File: config.mk
export PLATFORM = sky130hd
export DESIGN_NAME = alu_issue_ctrl
export DESIGN_NICKNAME = d
export VERILOG_FILES = /design/src/rtl/alu_pkg.sv /design/src/rtl/alu_cmd_fifo.sv /design/src/rtl/alu_issue_ctrl.sv
export SDC_FILE = /design/constraint.sdc
export NUM_CORES = 1
export LEC_CHECK = 0
export CORE_MARGIN = 2
export CORE_UTILIZATION = 52
export CTS_BUF_LIST = sky130_fd_sc_hd__clkbuf_16
export CTS_CLUSTER_DIAMETER = 120
export CTS_CLUSTER_SIZE = 28
export DETAILED_ROUTE_END_ITERATION = 8
export GPL_ROUTABILITY_DRIVEN = 1
export PLACE_DENSITY = 0.76
export SLEW_MARGIN = 5
export SYNTH_ARGS = -nofsm -noshare
export SYNTH_HDL_FRONTEND = slang
export SYNTH_SLANG_ARGS = --single-unit
File: constraint.sdc
create_clock -name clk -period 6.5 [get_ports clk]
set_clock_uncertainty 0.2 [all_clocks]
set_input_delay 1.3 -clock clk [delete_from_list [all_inputs] [get_ports clk]]
set_output_delay 1.3 -clock clk [all_outputs]
set_load 0.005 [all_outputs]
File: src/rtl/alu_pkg.sv
// rtl/alu_pkg.sv - shared opcode constants, width defaults and FSM state type for the ALU issuer
package alu_pkg;

    localparam int ALU_DATA_W = 12;
    localparam int ALU_OP_W   = 3;

    localparam logic [2:0] OP_NONE = 3'b000;
    localparam logic [2:0] OP_ADD  = 3'b001;
    localparam logic [2:0] OP_SUB  = 3'b010;
    localparam logic [2:0] OP_UMUL = 3'b011;
    localparam logic [2:0] OP_SMUL = 3'b100;
    localparam logic [2:0] OP_FADD = 3'b101;
    localparam logic [2:0] OP_FMUL = 3'b110;
    localparam logic [2:0] OP_CMP  = 3'b111;

    typedef enum logic [1:0] {
        ST_IDLE  = 2'd0,
        ST_DRIVE = 2'd1,
        ST_HOLD  = 2'd2
    } state_t;

endpackage

File: src/rtl/alu_cmd_fifo.sv
// rtl/alu_cmd_fifo.sv - command FIFO holding packed {op, a, b} entries
// Head entry is presented combinationally; pointers wrap modulo DEPTH (power of two).
module alu_cmd_fifo #(
    parameter int W     = 27,
    parameter int DEPTH = 4
) (
    input  logic                     clk,
    input  logic                     rst_n,
    input  logic                     push,
    input  logic [W-1:0]             din,
    input  logic                     pop,
    output logic [W-1:0]             dout,
    output logic                     full,
    output logic                     empty,
    output logic [$clog2(DEPTH):0]   count
);
    localparam int AW = $clog2(DEPTH);

    logic [W-1:0]  r_mem [DEPTH];
    logic [AW-1:0] r_wr_ptr;
    logic [AW-1:0] r_rd_ptr;
    logic [AW:0]   r_count;
    logic          w_push;
    logic          w_pop;

    assign w_push = push && !full;
    assign w_pop  = pop && !empty;

    always_ff @(posedge clk or negedge rst_n) begin
        if (!rst_n) begin
            r_wr_ptr <= '0;
            r_rd_ptr <= '0;
            r_count  <= '0;
        end else begin
            if (w_push) r_wr_ptr <= r_wr_ptr + AW'(1);
            if (w_pop)  r_rd_ptr <= r_rd_ptr + AW'(1);
            case ({w_push, w_pop})
                2'b10:   r_count <= r_count + (AW+1)'(1);
                2'b01:   r_count <= r_count - (AW+1)'(1);
                default: r_count <= r_count;
            endcase
        end
    end

    // Storage needs no reset: an entry is only read after it has been written.
    always_ff @(posedge clk) begin
        if (w_push) r_mem[r_wr_ptr] <= din;
    end

    assign dout  = r_mem[r_rd_ptr];
    assign full  = (r_count == (AW+1)'(DEPTH));
    assign empty = (r_count == '0);
    assign count = r_count;

endmodule

File: src/rtl/alu_issue_ctrl.sv
// rtl/alu_issue_ctrl.sv - queues ALU commands, drives them for SETTLE cycles and returns results
// Defining ALU_ISSUE_STATS_EN adds saturating cnt_done/cnt_err response counters.
module alu_issue_ctrl
    import alu_pkg::*;
#(
    parameter int DATA_W = ALU_DATA_W,
    parameter int OP_W   = ALU_OP_W,
    parameter int DEPTH  = 4,
    parameter int SETTLE = 2
) (
    input  logic              clk,
    input  logic              rst_n,
    input  logic              cmd_valid,
    output logic              cmd_ready,
    input  logic [OP_W-1:0]   cmd_op,
    input  logic [DATA_W-1:0] cmd_a,
    input  logic [DATA_W-1:0] cmd_b,
    output logic [OP_W-1:0]   alu_opcode,
    output logic [DATA_W-1:0] alu_a,
    output logic [DATA_W-1:0] alu_b,
    input  logic [DATA_W-1:0] alu_result,
    output logic              rsp_valid,
    input  logic              rsp_ready,
    output logic [OP_W-1:0]   rsp_op,
    output logic [DATA_W-1:0] rsp_result,
    output logic              rsp_err,
    output logic              busy
`ifdef ALU_ISSUE_STATS_EN
    ,
    output logic [15:0]       cnt_done,
    output logic [7:0]        cnt_err
`endif
);
    localparam int CNT_W = (SETTLE > 1) ? $clog2(SETTLE) : 1;
    localparam int CMD_W = OP_W + 2 * DATA_W;

    state_t              r_state;
    state_t              w_state_nxt;
    logic [CNT_W-1:0]    r_cnt;
    logic [OP_W-1:0]     r_alu_op;
    logic [DATA_W-1:0]   r_alu_a;
    logic [DATA_W-1:0]   r_alu_b;
    logic [OP_W-1:0]     r_rsp_op;
    logic [DATA_W-1:0]   r_rsp_result;
    logic                r_rsp_err;

    logic                w_fifo_full;
    logic                w_fifo_empty;
    logic [$clog2(DEPTH):0] w_fifo_count;
    logic [CMD_W-1:0]    w_head;
    logic [OP_W-1:0]     w_head_op;
    logic [DATA_W-1:0]   w_head_a;
    logic [DATA_W-1:0]   w_head_b;
    logic                w_head_undef;
    logic                w_pop;

    alu_cmd_fifo #(.W(CMD_W), .DEPTH(DEPTH)) u_fifo (
        .clk   (clk),
        .rst_n (rst_n),
        .push  (cmd_valid),
        .din   ({cmd_op, cmd_a, cmd_b}),
        .pop   (w_pop),
        .dout  (w_head),
        .full  (w_fifo_full),
        .empty (w_fifo_empty),
        .count (w_fifo_count)
    );

    assign {w_head_op, w_head_a, w_head_b} = w_head;
    assign w_head_undef = (w_head_op == OP_W'(OP_NONE));

    // A response handshake in HOLD frees the issuer in the same cycle, so the next pop needs no bubble.
    assign w_pop = !w_fifo_empty &&
                   ((r_state == ST_IDLE) || ((r_state == ST_HOLD) && rsp_ready));

    always_comb begin
        w_state_nxt = r_state;
        unique case (r_state)
            ST_IDLE, ST_HOLD: begin
                if (w_pop)
                    w_state_nxt = w_head_undef ? ST_HOLD : ST_DRIVE;
                else if ((r_state == ST_HOLD) && rsp_ready)
                    w_state_nxt = ST_IDLE;
            end
            ST_DRIVE: begin
                if (r_cnt == '0) w_state_nxt = ST_HOLD;
            end
            default: w_state_nxt = ST_IDLE;
        endcase
    end

    always_ff @(posedge clk or negedge rst_n) begin
        if (!rst_n) begin
            r_state      <= ST_IDLE;
            r_cnt        <= '0;
            r_alu_op     <= '0;
            r_alu_a      <= '0;
            r_alu_b      <= '0;
            r_rsp_op     <= '0;
            r_rsp_result <= '0;
            r_rsp_err    <= 1'b0;
        end else begin
            r_state <= w_state_nxt;
            if (w_pop) begin
                if (w_head_undef) begin
                    r_rsp_op     <= OP_W'(OP_NONE);
                    r_rsp_result <= '0;
                    r_rsp_err    <= 1'b1;
                end else begin
                    r_alu_op <= w_head_op;
                    r_alu_a  <= w_head_a;
                    r_alu_b  <= w_head_b;
                    r_cnt    <= CNT_W'(SETTLE - 1);
                end
            end else if (r_state == ST_DRIVE) begin
                if (r_cnt == '0) begin
                    r_rsp_op     <= r_alu_op;
                    r_rsp_result <= alu_result;
                    r_rsp_err    <= 1'b0;
                end else begin
                    r_cnt <= r_cnt - CNT_W'(1);
                end
            end
        end
    end

    assign cmd_ready  = !w_fifo_full;
    assign alu_opcode = r_alu_op;
    assign alu_a      = r_alu_a;
    assign alu_b      = r_alu_b;
    assign rsp_valid  = (r_state == ST_HOLD);
    assign rsp_op     = r_rsp_op;
    assign rsp_result = r_rsp_result;
    assign rsp_err    = r_rsp_err;
    assign busy       = (w_fifo_count != '0) || (r_state != ST_IDLE);

`ifdef ALU_ISSUE_STATS_EN
    logic [15:0] r_cnt_done;
    logic [7:0]  r_cnt_err;
    logic        w_rsp_fire;

    assign w_rsp_fire = rsp_valid && rsp_ready;

    always_ff @(posedge clk or negedge rst_n) begin
        if (!rst_n) begin
            r_cnt_done <= '0;
            r_cnt_err  <= '0;
        end else if (w_rsp_fire) begin
            if (r_cnt_done != '1) r_cnt_done <= r_cnt_done + 16'd1;
            if (r_rsp_err && (r_cnt_err != '1)) r_cnt_err <= r_cnt_err + 8'd1;
        end
    end

    assign cnt_done = r_cnt_done;
    assign cnt_err  = r_cnt_err;
`endif

endmodule

# ---- Word level (Yosys, flattened, before mapping)
# Memories as Yosys holds them, arrays and structs flattened.
# Index checks and enable logic that the tools add are counted.
dict set report totals {
  romBits 0
  mem_count 1
  output_inout_bits 46
  ram_bits 108
  regBits 53
  latchBits 0
}
dict set report classes {
  muxes 24
  add_sub_neg 5
  n_eq_ne 10
  shifts 0
  n_lt_le_gt_ge 0
  div_mod_pow 0
  mul 0
  reduce_logical 20
  bitwise 1
}
# name depth word_bits rd rd_clocked_by_memory_dff wr line_no
set memory_table {}
lappend memory_table {u_fifo.r_mem 4 27 1 0 1 alu_cmd_fifo.sv:19} ;# logic [W-1:0] r_mem [DEPTH];
# op n
set ops {}
lappend ops {{12-bit two-way mux} 4}
lappend ops {{3-bit two-way mux} 4}
lappend ops {{1-bit two-way mux} 10}
lappend ops {{2-bit two-way mux} 4}
lappend ops {{3-bit zero test} 2}
lappend ops {{2-bit inequality test, second input constant} 3}
lappend ops {{3-bit case mux with 2 select lines} 1}
lappend ops {{2-bit AND reduction} 3}
lappend ops {{2-bit nonzero test} 3}
lappend ops {{2-bit by 1-bit adder with 2-bit output, second input constant} 2}
lappend ops {{2-bit by 1-bit == test with 1-bit output, second input constant} 2}
lappend ops {{2-bit == test, second input constant} 2}
lappend ops {{1-bit logical AND} 4}
lappend ops {{2-bit case mux with 2 select lines} 1}
lappend ops {{3-bit by 1-bit adder with 3-bit output, second input constant} 1}
lappend ops {{3-bit == test, second input constant} 1}
lappend ops {{3-bit by 2-bit inequality test with 1-bit output, second input constant} 1}
lappend ops {{3-bit AND reduction} 1}
lappend ops {{3-bit nonzero test} 1}
lappend ops {{3-bit by 1-bit subtractor with 3-bit output, second input constant} 1}
lappend ops {{1-bit zero test} 2}
lappend ops {{2-bit zero test} 1}
lappend ops {{1-bit logical OR} 2}
lappend ops {{2-bit by 1-bit inequality test with 1-bit output, second input constant} 1}
lappend ops {{3 further kinds} 3}

# ---- Longest topological paths before layout
# Gate-level depths: netlist of the first run.
dict set report depth {
  word_depth 7
  ltp_mapped 11
}

# ---- Cells and area by module
# Synthesis of the first run repeated with hierarchy kept, for this count alone.
dict set report unflattened {
  cells_unflattened 310
  hier_area_um2 6202.2
}
# module cells_per_inst area_per_inst_um2 n_inst
set modules_own_cells {}
lappend modules_own_cells {alu_cmd_fifo 179 4320.4 1}
lappend modules_own_cells {alu_issue_ctrl 131 1881.8 1}

# ---- Worst setup path after synthesis of the first run
# No wires, ideal clock.
dict set report synth_path {
  path_type {input port to flip-flop}
  from {input port rsp_ready}
  to {register u_fifo.r_count[2], in the netlist u_fifo.count[2]}
  cell_stages 10
  path_buffers 1
  arrival_time_ps 2944
  setup_slack_ps 3277
  setup_time_ps 79
  path_cell_list {nand2b_1 nand3_1 inv_2 clkbuf_1 ha_1 inv_1 fa_1 xor2_1 nor2_1 xor2_1}
}
dict set report synth_via {
  elab_chain_len 6
}
# item line_no
set synth_lines {}
lappend synth_lines {{from (decl)} alu_issue_ctrl.sv:23} ;# input logic rsp_ready,
lappend synth_lines {{1-bit logical AND (*)} alu_issue_ctrl.sv:74} ;# ((r_state == ST_IDLE) || ((r_state == ST_HOLD) && rsp_ready));
lappend synth_lines {{1-bit logical OR (*)} alu_issue_ctrl.sv:74}
lappend synth_lines {{1-bit logical AND (*)} alu_issue_ctrl.sv:73} ;# assign w_pop = !w_fifo_empty &&
lappend synth_lines {{1-bit logical AND (*)} alu_cmd_fifo.sv:27} ;# assign w_pop = pop && !empty;
lappend synth_lines {{2-bit by 1-bit == test with 1-bit output / 2-bit == test (equally long branches)} alu_cmd_fifo.sv:37} ;# case ({w_push, w_pop})
lappend synth_lines {{3-bit case mux with 2 select lines / 2-bit nonzero test (equally long branches)} -}
lappend synth_lines {{to (signal assigned)} alu_cmd_fifo.sv:38} ;# 2'b10: r_count <= r_count + (AW+1)'(1);
lappend synth_lines {{to (signal assigned)} alu_cmd_fifo.sv:39} ;# 2'b01: r_count <= r_count - (AW+1)'(1);
lappend synth_lines {{to (signal assigned)} alu_cmd_fifo.sv:40} ;# default: r_count <= r_count;
lappend synth_lines {{to (decl)} alu_cmd_fifo.sv:22} ;# logic [AW:0] r_count;
# Mark *: on every way between the ends. The rest lies on a longest branch, timed or not.
# A chain may end at the register's enable or synchronous reset.

# ---- Worst setup path after layout of the first run
dict set report layout_path {
  from {register u_fifo.r_count[0], in the netlist u_fifo.count[0]}
  to {output port busy}
}
dict set report layout_via {
  elab_chain_len 2
}
# item line_no
set layout_lines {}
lappend layout_lines {{3-bit nonzero test} alu_issue_ctrl.sv:135} ;# assign busy = (w_fifo_count != '0) || (r_state != ST_IDLE);
lappend layout_lines {{1-bit logical OR} alu_issue_ctrl.sv:135}
lappend layout_lines {{to (decl)} alu_issue_ctrl.sv:27} ;# output logic busy
# No other way between the ends.

==> results.py, run 1 <==
metrics = {
    "finish": {
        "final_net_count": 534,
        "post_route_cells_drive_above_1_share_pct": 17.9,
        "final.fill_count": 909,
        "area.growth.synth_to_final_pct": 23.1,
        "multiInputGateArea_um2": 2070,
        "fin_cells": 670,
        "footprint_of_the_flip_flops_and_latches_um2": 4570,
        "antenna_cells_inserted": 0,
        "finish.utilization_pct": 66.1,
        "post-route-cell-area_um2": 8410,
    },
    "critical_path": {
        "crit_fanout": 30,
        "worstPathRequired_ns": 5.00,
        "r2r_start": "u_fifo.r_rd_ptr[0]",
        "cp-start-kind": "register",
        "reg2regPathDepth": 4,
        "reg2reg_slack_ns": 2.83,
        "data_arrival_time_at_the_worst_slack_endpoint_ns": 2.74,
        "critical_path_class": "register to output pin",
        "worstReg2RegEnd": "alu_b[4]",
        "cp-end-kind": "output pin",
    },
    "cts": {
        "clock_path_buffers": 2,
        "total_number_of_h_tree_levels": 4,
        "post_cts_resize_count": 0,
        "cts_made_buffers": 17,
        "clockRootBuffer": "clkbuf_16",
        "worstSkewPairLatency_ns": 0.43,
        "clk_pin_slew_ns": 0.06,
        "post-cts-setup-buffers": 0,
        "cts_tree": "built",
        "sink_count": 161,
        "cts-hold-fix-buffers": 0,
    },
    "place": {
        "preCtsSetupSlack_ns": 2.18,
        "placed_cells": 638,
        "dpl_cell_area_um2": 7840,
        "port-buffer-count": 88,
        "globalplace.congestion": 0.735,
        "dp.final_hpwl_mm": 8.58,
    },
    "synth": {
        "synth-edff-count": 108,
        "synthDistinctLibCells": 41,
        "synth_largest_type_area_fraction_pct": 47.5,
        "synth_area_leader_cell": "edfxtp_1",
        "yosys_most_used_dff": "edfxtp_1",
        "asyncSetResetFlopFracSynth_pct": 32.9,
        "average_cell_area_after_synthesis_um2": 16.9,
        "yosysSeqAreaShare_pct": 66.9,
        "ys_warn_count": 0,
        "post_synth_instance_area_um2": 6830,
        "synth_cells": 405,
        "postSynthRegisterBits": 161,
        "synth.area.top_cells": "edfxtp_1, dfrtp_1, mux4_2, or4b_1, o211ai_2",
        "synth_nets": 454,
    },
    "sta": {
        "fin_crit_ns": 4.24,
        "worst_setup_slack_after_layout_ns": 2.26,
        "finalMaxSlewViolations": 0,
        "rsz_0062_raised_after_global_routing": "false",
        "worst_pin_slew_ns": 1.20,
        "final_hold_viol_count": 0,
        "timing.final.crit_share_pct": 65.2,
        "setup_violations": 0,
        "worst_slew_margin_rel_pct": 20.3,
        "fin_hold_ws_ns": 0.330,
        "maxClockFrequency_ghz": 0.236,
        "totalNegativeSetupSlack_ns": 0,
    },
    "min_path": {
        "worstHoldStart": "rsp_err",
        "holdCritPathClass": "register to register",
        "worst_hold_path.endpoint": "rsp_err",
        "worst_hold_path.num_cells": 2,
    },
    "pwr": {
        "power-per-cell-area_nw_per_um2": 499,
        "vdd.ir_drop.worst_v": 0.000208,
        "power_mw": 4.20,
        "p_leak_nw": 3.02,
    },
    "floorplan": {
        "design.die.area_um2": 14100,
        "start_util_pct": 53.7,
        "floorplan.die.width_um": 119,
        "design.core.area_um2": 12700,
        "core.rowCount": 41,
        "io_pins": 89,
        "fp.dieH_um": 119,
    },
    "grt": {
        "grt_pass1_wl_mm": 23.3,
        "grt_pass1_vias": 4343,
        "gr-total-overflow": 0,
        "grt_util_all_layers_pct": 21.8,
        "grt_max_degree": 54,
        "antenna_found_initial": 0,
    },
    "detailed_routing": {
        "postRouteWirelength_mm": 14.4,
        "detail_route.vias_per_cell": 6.19,
        "drt_first_iter_violations": 372,
        "detailedRoute.firstPassIterationCount": 5,
        "number_of_vias_in_the_routed_layout": 4146,
        "drc_errors": 0,
        "avgRoutedWirePerCell_um": 21.6,
        "drt.antenna.violating_nets": 0,
    },
    "status": {
        "outcome": "finished clean",
    },
    "flow_run": {
        "cap_violations": 0,
    },
}
[cell usage after synthesis (3+ instances only)]
master,instances
edfxtp_1,108
buf_2,7
o2111ai_1,3
or4b_1,24
a22o_1,3
inv_1,7
xnor2_1,4
nand4_1,25
mux4_2,21
mux2i_1,15
mux4_1,6
a21oi_1,15
o31ai_1,24
clkbuf_1,26
o211ai_2,17
ha_1,5
inv_2,3
dfrtp_1,53
buf_6,3
and3_1,4
o211ai_1,7
[registers in the layout, summed over array words and instances, names as in the netlist, 3 cells and up]
| register | flops |
|---|---|
| rsp_result | 12 |
| u_fifo.count | 3 |
| alu_opcode | 3 |
| rsp_op | 3 |
| alu_b | 12 |
| u_fifo.r_mem | 108 |
| alu_a | 12 |
[cell families after synthesis]
logic type      after synthesis  share of synthesized area (%)
simple gates                 67                           7.56
buf+inv                      47                           3.04
flops                       161                           66.9
mux                          43                           11.6
compound gates               75                           8.95
fa+ha+maj                     6                           1.21
xor+xnor                      6                          0.769
[layout make-up]
| class | count | area share, % |
|---|---|---|
| flip-flops and latches | 161 | 54.3 |
| multi-input cells | 197 | 24.6 |
| repair buffers | 98 | 11.3 |
| clock buffers | 18 | 5.35 |
| well taps | 172 | 2.56 |
| clock inverters | 14 | 1.41 |
| inverters | 10 | 0.446 |
[where the power goes]
group	switching, mW	internal [mW]	total (mW)
Combinational	0.780	0.778	1.56
Sequential	0.266	1.43	1.69
Clock	0.426	0.522	0.948
[cells in the final DEF, fill, tap and decap left out, types with 2 or more instances in the layout]
cell,count
buf_4,10
a21oi_1,15
o31ai_1,24
o21ai_1,2
inv_2,3
o211ai_1,7
dfrtp_1,52
inv_1,7
mux4_2,21
edfxtp_1,108
xnor2_1,4
ha_1,5
nand4_1,25
xor2_1,2
o211ai_2,17
mux2i_1,15
clkinv_4,5
o2111ai_1,3
mux4_1,6
or3_1,2
a22o_1,3
and3_1,4
inv_6,5
or4b_1,24
clkbuf_16,18
clkdlybuf4s50_1,87
o21ai_0,2
inv_4,2
[critical path, cell delays in order, from the launching register on]
cell,delay (ns)
dfrtp_1,0.44
or3_1,0.86
or3_1,0.54
clkdlybuf4s50_1,0.45
[worst max-delay path by stage]
stage                               start               to  slack (ns)  depth (start not counted)
final                     u_fifo.count[0]             busy        2.26                          3
after global routing      u_fifo.count[0]             busy        2.15                          3
after CTS                 u_fifo.count[0]             busy        2.31                          3
after detailed placement        rsp_ready  u_fifo.count[2]        2.18                         11
after global placement          rsp_ready  u_fifo.count[2]        2.34                         11
after floorplan                 rsp_ready  u_fifo.count[2]        3.28                         10
[per-layer routing]
| metal | up-vias | wire (um) | global-route usage (%) |
|---|---|---|---|
| met4 | 0 | 125 | 7.22 |
| li1 | 1832 | - | - |
| met3 | 16 | 1020 | 5.84 |
| met1 | 2101 | 6210 | 29.5 |
| met2 | 197 | 7090 | 34.4 |
| met5 | - | 0 | 0 |
(Power assumes the default switching activity.)
==> run 2, diff against run 1 <==
Settings changed: CORE_UTILIZATION 52 to 50.
Clock period 6.5 ns to 3.6 ns, I/O delays scaled along.
==> results.py, run 2 (synthesis results as in run 1) <==
metrics = {
    "status": {
        "outcome": "finished clean",
    },
    "floorplan": {
        "start_util_pct": 51.4,
        "floorplan.die.width_um": 121,
        "design.core.area_um2": 13300,
        "design.die.area_um2": 14600,
        "fp.dieH_um": 121,
        "io_pins": 89,
        "core.rowCount": 42,
    },
    "pwr": {
        "intPower_mw": 5.26,
        "power.combinational.fraction_pct": 38.4,
        "power.sequential.fraction_pct": 37.2,
        "p_leak_nw": 3.10,
        "vdd.ir_drop.worst_v": 0.000429,
        "p_sw_mw": 2.58,
        "power-per-cell-area_nw_per_um2": 918,
        "switching_share_pct": 32.9,
        "power_frac_clock_pct": 24.4,
        "power_mw": 7.85,
    },
    "critical_path": {
        "crit_fanout": 5,
        "worstPathRequired_ns": 2.68,
        "reg2reg_slack_ns": 0.77,
        "r2r_start": "r_state[0]",
        "reg2regPathDepth": 10,
        "data_arrival_time_at_the_worst_slack_endpoint_ns": 2.03,
        "worstReg2RegEnd": "u_fifo.count[2]",
        "cp-start-kind": "register",
        "critical_path_class": "register to output pin",
        "cp-end-kind": "output pin",
    },
    "sta": {
        "timing.final.crit_share_pct": 82.0,
        "worst_setup_slack_after_layout_ns": 0.647,
        "rsz_0062_raised_after_global_routing": "false",
        "worst_slew_margin_rel_pct": 22.3,
        "setup_violations": 0,
        "worst_pin_slew_ns": 1.16,
        "finalMaxSlewViolations": 0,
        "final_hold_viol_count": 0,
        "totalNegativeSetupSlack_ns": 0,
        "fin_crit_ns": 2.95,
        "maxClockFrequency_ghz": 0.339,
        "fin_hold_ws_ns": 0.0819,
    },
    "detailed_routing": {
        "detail_route.vias_per_cell": 6.12,
        "drc_errors": 0,
        "postRouteWirelength_mm": 14.8,
        "drt_first_iter_violations": 327,
        "number_of_vias_in_the_routed_layout": 4162,
        "drt.antenna.violating_nets": 0,
        "detailedRoute.firstPassIterationCount": 5,
        "avgRoutedWirePerCell_um": 21.7,
    },
    "grt": {
        "grt_util_all_layers_pct": 21.7,
        "grt_pass1_vias": 4341,
        "grt_max_degree": 31,
        "grt_pass1_wl_mm": 23.8,
        "gr-total-overflow": 0,
        "antenna_found_initial": 0,
    },
    "cts": {
        "clock_path_buffers": 2,
        "cts_tree": "built",
        "clockRootBuffer": "clkbuf_16",
        "cts-hold-fix-buffers": 0,
        "total_number_of_h_tree_levels": 4,
        "post-cts-setup-buffers": 0,
        "cts_made_buffers": 17,
        "sink_count": 161,
        "worstSkewPairLatency_ns": 0.42,
        "clk_pin_slew_ns": 0.06,
        "post_cts_resize_count": 0,
    },
    "place": {
        "dpl_cell_area_um2": 7910,
        "dp.final_hpwl_mm": 8.71,
        "globalplace.congestion": 0.715,
        "preCtsSetupSlack_ns": 0.617,
        "port-buffer-count": 88,
        "placed_cells": 648,
    },
    "finish": {
        "layout.cells.most_common": "edfxtp_1",
        "final_net_count": 540,
        "post_route_cells_drive_above_1_share_pct": 17.9,
        "post-route-cell-area_um2": 8550,
        "regMostFlops": "u_fifo.r_mem",
        "antenna_cells_inserted": 0,
        "area.growth.synth_to_final_pct": 25.1,
        "fin_cells": 680,
        "mostFrequentLayoutCells": "edfxtp_1, clkdlybuf4s50_1, dfrtp_1",
        "max_ffs_per_register": 108,
        "finish.utilization_pct": 64.3,
    },
    "min_path": {
        "holdCritPathClass": "input port to asynchronous set/reset pin",
    },
    "flow_run": {
        "cap_violations": 0,
    },
}
-- run 2: layer usage --
| layer | wire length, um | vias to the layer above | part of all wire [%] | track usage (%) |
|---|---|---|---|---|
| met5 | 0 | - | 0 | 0 |
| met2 | 7360 | 170 | 50 | 35.5 |
| met4 | 164 | 0 | 1.1 | 7.34 |
| met3 | 974 | 16 | 6.6 | 5.64 |
| met1 | 6250 | 2145 | 42 | 28.4 |
| li1 | - | 1831 | - | - |
-- run 2: worst max-delay path: stages, from the launching register on --
cell and delay, ns:
dfrtp_1 0.42, or3_1 0.40, or3_1 0.33, clkdlybuf4s50_1 0.47
-- run 2: how the worst max path moves through the flow --
stage | startpoint | end | depth (start not counted)
floorplan | rsp_ready | u_fifo.count[2] | 10
detailed placement | rsp_ready | u_fifo.count[2] | 10
CTS | u_fifo.count[1] | busy | 3
global route | r_state[0] | u_fifo.count[2] | 10
finish | u_fifo.count[1] | busy | 3
global placement | rsp_ready | u_fifo.count[2] | 10
-- run 2: final cells by class --
cell class	instances	area, um2
sequential	161	4570
fill	919	4750
tap	176	220
timing repair buffer	104	1010
clock buffer	19	475
inverter	10	37.5
clock inverter	13	165
multi-input combinational	197	2070
-- run 2: power groups by stage --
stage	combinational, mW	clock (mW)	sequential [mW]
after global placement	2.92	0	2.91
after global routing	3.29	2.03	2.98
after floorplan	1.95	0	2.84
after detailed placement	3.02	0	2.94
final	3.01	1.92	2.92
after CTS	3.05	1.94	2.92
